===== src/rtl/pc_sequencer_if.sv =====
`default_nettype none
// =============================================================================
// Module   : pc_sequencer_if
// Brief    : Control/datapath bundle between decoder/ALU and the PC sequencer.
// Revision : 1.0
// =============================================================================
interface pc_sequencer_if #(
    parameter int XLEN  = 32,
    parameter int CNT_W = 32
);
    logic [22:0]      cword;
    logic [XLEN-1:0]  imm;
    logic [XLEN-1:0]  r;
    logic             br_taken;
    logic             instr_c;
    logic             adv;
    logic             trap_req;
    logic [XLEN-1:0]  trap_vec;
    logic [XLEN-1:0]  pc;
    logic [XLEN-1:0]  pc_next;
    logic [XLEN-1:0]  link;
    logic             pc_valid;
    logic             misalign;
    logic [CNT_W-1:0] instret;

    modport master (
        output cword, imm, r, br_taken, instr_c, adv, trap_req, trap_vec,
        input  pc, pc_next, link, pc_valid, misalign, instret
    );

    modport slave (
        input  cword, imm, r, br_taken, instr_c, adv, trap_req, trap_vec,
        output pc, pc_next, link, pc_valid, misalign, instret
    );
endinterface
`default_nettype wire


===== src/rtl/pc_sequencer.sv =====
`default_nettype none
// =============================================================================
// Module   : pc_sequencer
// Brief    : Architectural PC with next-PC selection, alignment fault, trap
//            redirect and retired-instruction counter.
//            Optional macro C_EXT_EN: 16-bit instructions, 2-byte alignment.
// Revision : 1.0
// =============================================================================
module pc_sequencer #(
    parameter int              XLEN         = 32,
    parameter logic [XLEN-1:0] RESET_VECTOR = '0,
    parameter int              CNT_W        = 32
) (
    input  logic                 clk,
    input  logic                 rst_n,
    pc_sequencer_if.slave        bus
);
    localparam logic [1:0] ST_BOOT  = 2'd0;
    localparam logic [1:0] ST_RUN   = 2'd1;
    localparam logic [1:0] ST_FAULT = 2'd2;

    localparam logic [3:0] T_BRANCH = 4'd6;
    localparam logic [3:0] T_JALR   = 4'd7;
    localparam logic [3:0] T_JAL    = 4'd8;

    logic [1:0]       state;
    logic [1:0]       state_nx;
    logic [XLEN-1:0]  pc_q;
    logic [CNT_W-1:0] cnt_q;
    logic [XLEN-1:0]  ilen;
    logic [XLEN-1:0]  seq_pc;
    logic [XLEN-1:0]  jump_pc;
    logic [XLEN-1:0]  jalr_pc;
    logic [XLEN-1:0]  tgt;
    logic [XLEN-1:0]  trap_pc;
    logic [XLEN-1:0]  pc_d;
    logic             tgt_misaligned;
    logic             pc_load;
    logic             cnt_inc;
    logic             valid;
    logic             fault;
    logic             unused_bits;

`ifdef C_EXT_EN
    assign ilen           = bus.instr_c ? XLEN'(2) : XLEN'(4);
    assign tgt_misaligned = 1'b0;
    assign trap_pc        = {bus.trap_vec[XLEN-1:1], 1'b0};
    assign unused_bits    = ^{bus.cword[22:4], bus.trap_vec[0]};
`else
    assign ilen           = XLEN'(4);
    assign tgt_misaligned = tgt[1];
    assign trap_pc        = {bus.trap_vec[XLEN-1:2], 2'b00};
    assign unused_bits    = ^{bus.cword[22:4], bus.instr_c, bus.trap_vec[1:0]};
`endif

    // All sums wrap modulo 2^XLEN; carry-out is intentionally dropped.
    assign seq_pc  = pc_q + ilen;
    assign jump_pc = pc_q + bus.imm;
    assign jalr_pc = (bus.r + bus.imm) & ~XLEN'(1);

    always_comb begin
        tgt = seq_pc;
        case (bus.cword[3:0])
            T_JAL:    tgt = jump_pc;
            T_JALR:   tgt = jalr_pc;
            T_BRANCH: tgt = bus.br_taken ? jump_pc : seq_pc;
            default:  tgt = seq_pc;
        endcase
    end

    always_ff @(posedge clk or negedge rst_n) begin
        if (!rst_n) begin
            state <= ST_BOOT;
        end else begin
            state <= state_nx;
        end
    end

    always_comb begin
        state_nx = state;
        case (state)
            ST_BOOT:  state_nx = ST_RUN;
            ST_RUN:   if (!bus.trap_req && bus.adv && tgt_misaligned) state_nx = ST_FAULT;
            ST_FAULT: if (bus.trap_req) state_nx = ST_RUN;
            default:  state_nx = ST_BOOT;
        endcase
    end

    // Trap has priority over retirement; a faulting target leaves pc untouched.
    always_comb begin
        valid   = 1'b0;
        fault   = 1'b0;
        pc_load = 1'b0;
        pc_d    = tgt;
        cnt_inc = 1'b0;
        case (state)
            ST_RUN: begin
                valid = 1'b1;
                if (bus.trap_req) begin
                    pc_load = 1'b1;
                    pc_d    = trap_pc;
                end else if (bus.adv && !tgt_misaligned) begin
                    pc_load = 1'b1;
                    cnt_inc = 1'b1;
                end
            end
            ST_FAULT: begin
                fault = 1'b1;
                if (bus.trap_req) begin
                    pc_load = 1'b1;
                    pc_d    = trap_pc;
                end
            end
            default: ;
        endcase
    end

    always_ff @(posedge clk or negedge rst_n) begin
        if (!rst_n) begin
            pc_q  <= RESET_VECTOR;
            cnt_q <= '0;
        end else begin
            if (pc_load) pc_q <= pc_d;
            if (cnt_inc) cnt_q <= cnt_q + CNT_W'(1);
        end
    end

    assign bus.pc       = pc_q;
    assign bus.pc_next  = tgt;
    assign bus.link     = seq_pc;
    assign bus.pc_valid = valid;
    assign bus.misalign = fault;
    assign bus.instret  = cnt_q;
endmodule
`default_nettype wire

===== src/flat_wrapper.sv =====
// flat-port wrapper written by rule: the top's interface ports become plain ports
module pc_sequencer_flat 
#(
    parameter int              XLEN         = 32,
    parameter logic [XLEN-1:0] RESET_VECTOR = '0,
    parameter int              CNT_W        = 32
)
  (clk, rst_n, bus_cword, bus_imm, bus_r, bus_br_taken, bus_instr_c, bus_adv, bus_trap_req, bus_trap_vec, bus_pc, bus_pc_next, bus_link, bus_pc_valid, bus_misalign, bus_instret);
  pc_sequencer_if #(.XLEN(XLEN), .CNT_W(CNT_W)) bus_i ();
  input  logic clk;
  input  logic rst_n;
  input wire logic [$bits(bus_i.cword)-1:0] bus_cword;
  input wire logic [$bits(bus_i.imm)-1:0] bus_imm;
  input wire logic [$bits(bus_i.r)-1:0] bus_r;
  input wire logic [$bits(bus_i.br_taken)-1:0] bus_br_taken;
  input wire logic [$bits(bus_i.instr_c)-1:0] bus_instr_c;
  input wire logic [$bits(bus_i.adv)-1:0] bus_adv;
  input wire logic [$bits(bus_i.trap_req)-1:0] bus_trap_req;
  input wire logic [$bits(bus_i.trap_vec)-1:0] bus_trap_vec;
  output wire logic [$bits(bus_i.pc)-1:0] bus_pc;
  output wire logic [$bits(bus_i.pc_next)-1:0] bus_pc_next;
  output wire logic [$bits(bus_i.link)-1:0] bus_link;
  output wire logic [$bits(bus_i.pc_valid)-1:0] bus_pc_valid;
  output wire logic [$bits(bus_i.misalign)-1:0] bus_misalign;
  output wire logic [$bits(bus_i.instret)-1:0] bus_instret;
  assign bus_i.cword = bus_cword;
  assign bus_i.imm = bus_imm;
  assign bus_i.r = bus_r;
  assign bus_i.br_taken = bus_br_taken;
  assign bus_i.instr_c = bus_instr_c;
  assign bus_i.adv = bus_adv;
  assign bus_i.trap_req = bus_trap_req;
  assign bus_i.trap_vec = bus_trap_vec;
  assign bus_pc = bus_i.pc;
  assign bus_pc_next = bus_i.pc_next;
  assign bus_link = bus_i.link;
  assign bus_pc_valid = bus_i.pc_valid;
  assign bus_misalign = bus_i.misalign;
  assign bus_instret = bus_i.instret;
  pc_sequencer #(.XLEN(XLEN), .RESET_VECTOR(RESET_VECTOR), .CNT_W(CNT_W)) u_core (.clk(clk), .rst_n(rst_n), .bus(bus_i));
endmodule

===== config.mk =====
export PLATFORM = sky130hd
export DESIGN_NAME = pc_sequencer_flat
export DESIGN_NICKNAME = d
export VERILOG_FILES = /design/src/rtl/pc_sequencer_if.sv /design/src/rtl/pc_sequencer.sv /design/src/flat_wrapper.sv
export SDC_FILE = /design/constraint.sdc
export NUM_CORES = 1
export LEC_CHECK = 0
export CORE_MARGIN = 3
export CORE_UTILIZATION = 52
export CTS_BUF_LIST = sky130_fd_sc_hd__clkbuf_16
export DETAILED_ROUTE_END_ITERATION = 10
export DONT_BUFFER_PORTS = 1
export PLACE_DENSITY = 0.7
export SLEW_MARGIN = 10
export SYNTH_ARGS = -nofsm -noshare
export SYNTH_HDL_FRONTEND = slang
export SYNTH_SLANG_ARGS = --single-unit

===== constraint.sdc =====
create_clock -name clk -period 5.75 [get_ports clk]
set_input_delay 1.725 -clock clk [delete_from_list [all_inputs] [get_ports clk]]
set_output_delay 1.725 -clock clk [all_outputs]
set_load 0.005 [all_outputs]

**Yosys cells after proc, flatten, opt, wreduce, memory -nomap -nowiden**

Cells that the tools add are included.

- Register bits: 66
- Output and inout port bits: 130
- Word-level logic and storage cells: 37

- Add/sub/neg operators: 4
- Equal/unequal tests: 7
- Muxes and demuxes: 15
- Reductions and logical operators: 8

Operator list:

| cell | number |
|---|---|
| 2-to-1 mux 32 bit | 3 |
| case mux 32 bit (3 select lines) | 1 |
| adder 32 bit | 2 |
| adder 32 x 1 -> 32 bit (second input constant) | 1 |
| adder 32 x 3 -> 32 bit (second input constant) | 1 |
| == test 4 x 3 -> 1 bit (second input constant) | 2 |
| 2-to-1 mux 1 bit | 7 |
| case mux 2 bit (3 select lines) | 1 |
| == test 4 bit (second input constant) | 1 |
| 2-to-1 mux 2 bit | 2 |
| logical AND 1 bit | 3 |
| == test 2 x 1 -> 1 bit (second input constant) | 1 |
| == test 2 bit (second input constant) | 1 |
| zero test 1 bit | 2 |
| zero test 2 bit | 1 |
| != test 2 x 1 -> 1 bit (second input constant) | 1 |
| != test 2 bit (second input constant) | 1 |
| case mux 1 bit (2 select lines) | 1 |
| AND reduction 2 bit | 1 |
| OR reduction 2 bit | 1 |

**Logic depth before layout (Yosys ltp)**

- Depth in word-level cells: 8
- Mapped depth: 13

**Least setup slack after synthesis**

No wires, ideal clock.

- Path kind: input to output
- Start point: input port bus_imm[0]
- End point: output port bus_pc_next[28]
- Data arrival time: 3.999 ns
- Data required time: 4.025 ns
- Slack: 0.026 ns
- Stages: 11
- Path buffers: 0
- Cell sequence: and2_1 -> fa_1 -> a211oi_1 -> o211ai_1 -> a221oi_2 -> o211ai_1 -> nor2_1 -> o21bai_1 -> xnor2_1 -> nor2_1 -> or2_2

- Longest elaborated chain between the ends: 3

RTL lines:

| item | line | source |
|---|---|---|
| start: declaration | flat_wrapper.sv:13 | `input wire logic [$bits(bus_i.imm)-1:0] bus_imm;` |
| adder 32 bit | pc_sequencer.sv:58 | `assign jump_pc = pc_q + bus.imm;` |
| 2-to-1 mux 32 bit | pc_sequencer.sv:66 | `T_BRANCH: tgt = bus.br_taken ? jump_pc : seq_pc;` |
| case mux 32 bit (3 select lines) * | pc_sequencer.sv:63 | `case (bus.cword[3:0])` |
| end: declaration | flat_wrapper.sv:21 | `output wire logic [$bits(bus_i.pc_next)-1:0] bus_pc_next;` |

Mark *: on every way between the ends. The rest lies on a longest branch, timed or not.

**Worst setup path after layout**

- Start point: input port bus_r[0]
- End point: output port bus_pc_next[18]

- Longest elaborated chain between the ends: 2

RTL lines:

| item | line | source |
|---|---|---|
| start: declaration | flat_wrapper.sv:14 | `input wire logic [$bits(bus_i.r)-1:0] bus_r;` |
| adder 32 bit | pc_sequencer.sv:59 | `assign jalr_pc = (bus.r + bus.imm) & ~XLEN'(1);` |
| case mux 32 bit (3 select lines) | pc_sequencer.sv:63 |  |

No other way between the ends.

==> results.yml <==
worst_setup_path:
  cpMaxStageDelayCell: "a222oi_1"
  reg2reg_from: "u_core.bus.pc[0]$_DFFE_PN0P_"
  path_class: "primary input to output port"
  path_max_fanout: 4
  crit_buf_inv: 3
  critPathArrivalTime_ps: 4110
  cp_top_family: "compound AO/OA/AOI/OAI gates"
  critical_path.endpoint_type: "output port"
  crit_top_cell: "buf_4"
  slowest_delay_ps: 420
  setup.worst_path.start_class: "primary input"
  startpoint: "bus_r[0]"
  path_cells: "and2_4, fa_2, a211oi_2, o211ai_1, a221oi_2, buf_4, o21bai_4, a21boi_2, xnor2_2, a222oi_1, buf_4, inv_2"
  crit_required_ps: 4030
sta:
  hold_viol_final: 0
  max_slew_margin_pct: 38.7
  finalCritPeriodShare_pct: 101
  worst_slack_ps: -82.4
  period_needed_ps: 5830
  setup_viol: 5
  rsz0062_at_grt: "true"
  tns_ps: -211
  fmax_ghz: 0.171
  slew_viol_final: 0
  worst_clock_skew_ps: 7.15
  worst_slew_pin_slew_ps: 919
placement:
  post-place-ws_ps: -346
  port_buffers: 0
  place.gp.congestion: 1.01
  dpl.cell_count: 1198
  dp_hpwl_mm: 21.5
yosys:
  synthCells: 977
  synth-seq-cells: 66
  netlist_area_mm2: 0.00761
  async_flop_share_pct: 100
  ys_seq_area_share_pct: 21.7
  synth_area_per_cell_um2: 7.79
  synth_cell_type_count: 72
  syn_nets: 1170
  yosys_warnings: 0
  synth-main-ff-cell: "dfrtp_1"
  synth_edf_count: 0
power:
  total_power_mw: 3.83
  p_per_area_mw_per_mm2: 431
  peakVddDrop_mv: 0.178
  p_leak_nw: 3.95
grt:
  antenna_found_initial: 1
  grt_max_degree: 67
  grt_pass1_vias: 7261
  grt_overflow: 0
  grt_pass1_wl_mm: 40.3
  grt_use_total_pct: 31.0
hold_path:
  worstHoldStart: "u_core.bus.instret[31]$_DFFE_PN0P_"
  hp-class: "register to register"
drt:
  ant_nets: 0
  routed_wl_mm: 26.7
  post_drt_via_cell_ratio: 6.52
  first_iter_violations: 828
  routedWlPerCell_um: 21.9
  vias: 7957
  drc: 0
  dr.pass1.iters: 5
finish:
  drive_above_1_share_pct: 16.2
  final_cells: 1220
  final_core_util_pct: 63.1
  area_growth_pct: 16.9
  fin_nets: 1228
  n_fill_cell: 1262
clocking:
  cts.sinks: 66
  cts_buffers: 9
  cts_buffer_depth: 2
  cts_tree: "done"
  clk_latency_ps: 330
  htree_num_levels: 3
  cts_root_buffer: "clkbuf_16"
  path_clk_slew_ps: 50
floorplan:
  start_util_pct: 54.0
  dieArea_mm2: 0.0161
  die_height_um: 127
  core_area_mm2: 0.0141
  rows: 43
  ios: 255
  dieWidth_um: 127
outcome:
  violations: "negative setup slack"
  outcome: "finished with violations"
run:
  cap_violations: 0
==> through the flow <==
stage	instance area (µm²)	hold slack (ps)
after floorplan	7610	468
after CTS	8730	512
after detailed placement	8310	500
final	8900	505
after global placement	8310	487
after global routing	8900	537
==> flip-flops by register name, indices dropped and copies added, names as in the netlist <==
signal              cells
u_core.bus.pc          32
u_core.state            2
u_core.bus.instret     32
==> timing repair <==
action / CTS / global route
hold endpoints to repair: 0 / 0
pin swaps: 15 / 15
buffers inserted: 4 / 2
hold buffers: 0 / 0
endpoints found under the setup margin: 12 / 15
resized for setup: 20 / 24
gates cloned: 0 / 0
==> cells by family (layout without fill, tap and decap cells) <==
| kind of cell | after synthesis | after routing | synth area share, % |
|---|---|---|---|
| simple gates | 347 | 347 | 22.4 |
| compound gates | 306 | 306 | 27.0 |
| xor+xnor | 105 | 105 | 12.1 |
| buf+inv | 74 | 136 | 3.96 |
| fa+ha+maj | 68 | 68 | 11.4 |
| flops | 66 | 66 | 21.7 |
| mux | 11 | 11 | 1.46 |
| other cells | 0 | 1 | 0 |
==> power breakdown <==
part	total (mW)	switching, mW	internal (mW)
clock network	0.573	0.199	0.374
registers	0.892	0.307	0.585
logic	2.37	1.36	1.01
==> layout by cell type (no fill, tap or decap), drive strengths merged, types with 4 or more instances in the layout <==
master and n:
nand2 110, buf 96, o21ai 74, dfrtp 66, ha 66, nor2 66, a21oi 66, xnor2 65
nand3 49, xor2 40, nand4 34, a21o 34, inv 25, and3 17, a31oi 17, o21a 16
nor3 16, and2 16, o211ai 10, mux2i 10, o21bai 10, or3 9, clkbuf 9, o41ai 8
o221ai 8, nor2b 7, a222oi 7, a22oi 7, or2 6, a211oi 6, and4 5, a221o 5
nand2b 4, o31a 4, a221oi 4
==> synth_stat cells (3+ instances only) <==
cell type,instances,area (µm²)
a221o_1,5,50.1
nor2_2,3,18.8
a22oi_1,7,52.6
and4_1,5,43.8
clkbuf_1,37,139
o21a_1,16,120
nand4_1,34,213
or3_1,9,56.3
nand2b_1,4,25.0
o41ai_1,8,70.1
a21o_1,34,255
a211o_1,3,26.3
nand2_1,110,413
a21oi_1,65,325
o21ai_0,73,365
buf_2,7,35.0
o21bai_1,9,67.6
o31ai_1,3,22.5
mux2i_1,10,100
and2_1,15,93.8
dfrtp_1,66,1650
a211oi_1,6,45.0
xnor2_1,65,569
nor2b_1,7,43.8
nor3_1,15,75.1
inv_1,24,90.1
ha_1,66,826
o22ai_1,3,18.8
and3_1,17,106
xor2_1,40,350
a31oi_1,17,106
o31a_1,4,35.0
o211ai_1,10,75.1
or2_2,6,37.5
nand3_1,49,245
nor2_1,63,236
o221ai_1,8,70.1
a222oi_1,7,70.1
==> worst register-to-register path: cells and delay by family (launching register included) <==
| kind | cells | cell delay, ps |
|---|---|---|
| AOI/OAI and AO/OA | 8 | 1710 |
| adders and majority gates | 2 | 610 |
| buffers and inverters | 1 | 160 |
| DFF | 1 | 460 |
| and+or+nand+nor | 1 | 230 |
==> path summary, 6_finish.rpt <==
path	to	slack (ps)	cells after the start
max	bus_pc_next[18]	-80	12
min reg2reg	u_core.bus.instret[31]$_DFFE_PN0P_	510	1
max reg2reg	u_core.bus.pc[22]$_DFFE_PN0P_	2470	12
min	u_core.bus.instret[31]$_DFFE_PN0P_	510	1
min in group asynchronous	u_core.bus.instret[0]$_DFFE_PN0P_	1090	0
max in group asynchronous	u_core.bus.pc[20]$_DFFE_PN0P_	4560	0
==> layout make-up <==
cell class | instances | area (µm²) | share of cell area (%)
Antenna cell | 1 | 2.50 | 0.0281
Clock buffer | 9 | 225 | 2.53
Clock inverter | 6 | 82.6 | 0.928
Inverter | 25 | 93.8 | 1.05
Multi-Input combinational cell | 837 | 5890 | 66.2
Sequential cell | 66 | 1650 | 18.6
Tap cell | 180 | 225 | 2.53
Timing Repair Buffer | 96 | 724 | 8.14
==> metal layers <==
metal  global-route usage [%]  vias up  routed length, µm
li1                         -     3737                  -
met1                     44.5     3792              11900
met5                        0        -                  0
met3                     5.73       41               2430
met4                     8.58        0                722
met2                     47.9      387              11600
No activity file was read; power rests on OpenSTA's default activity.
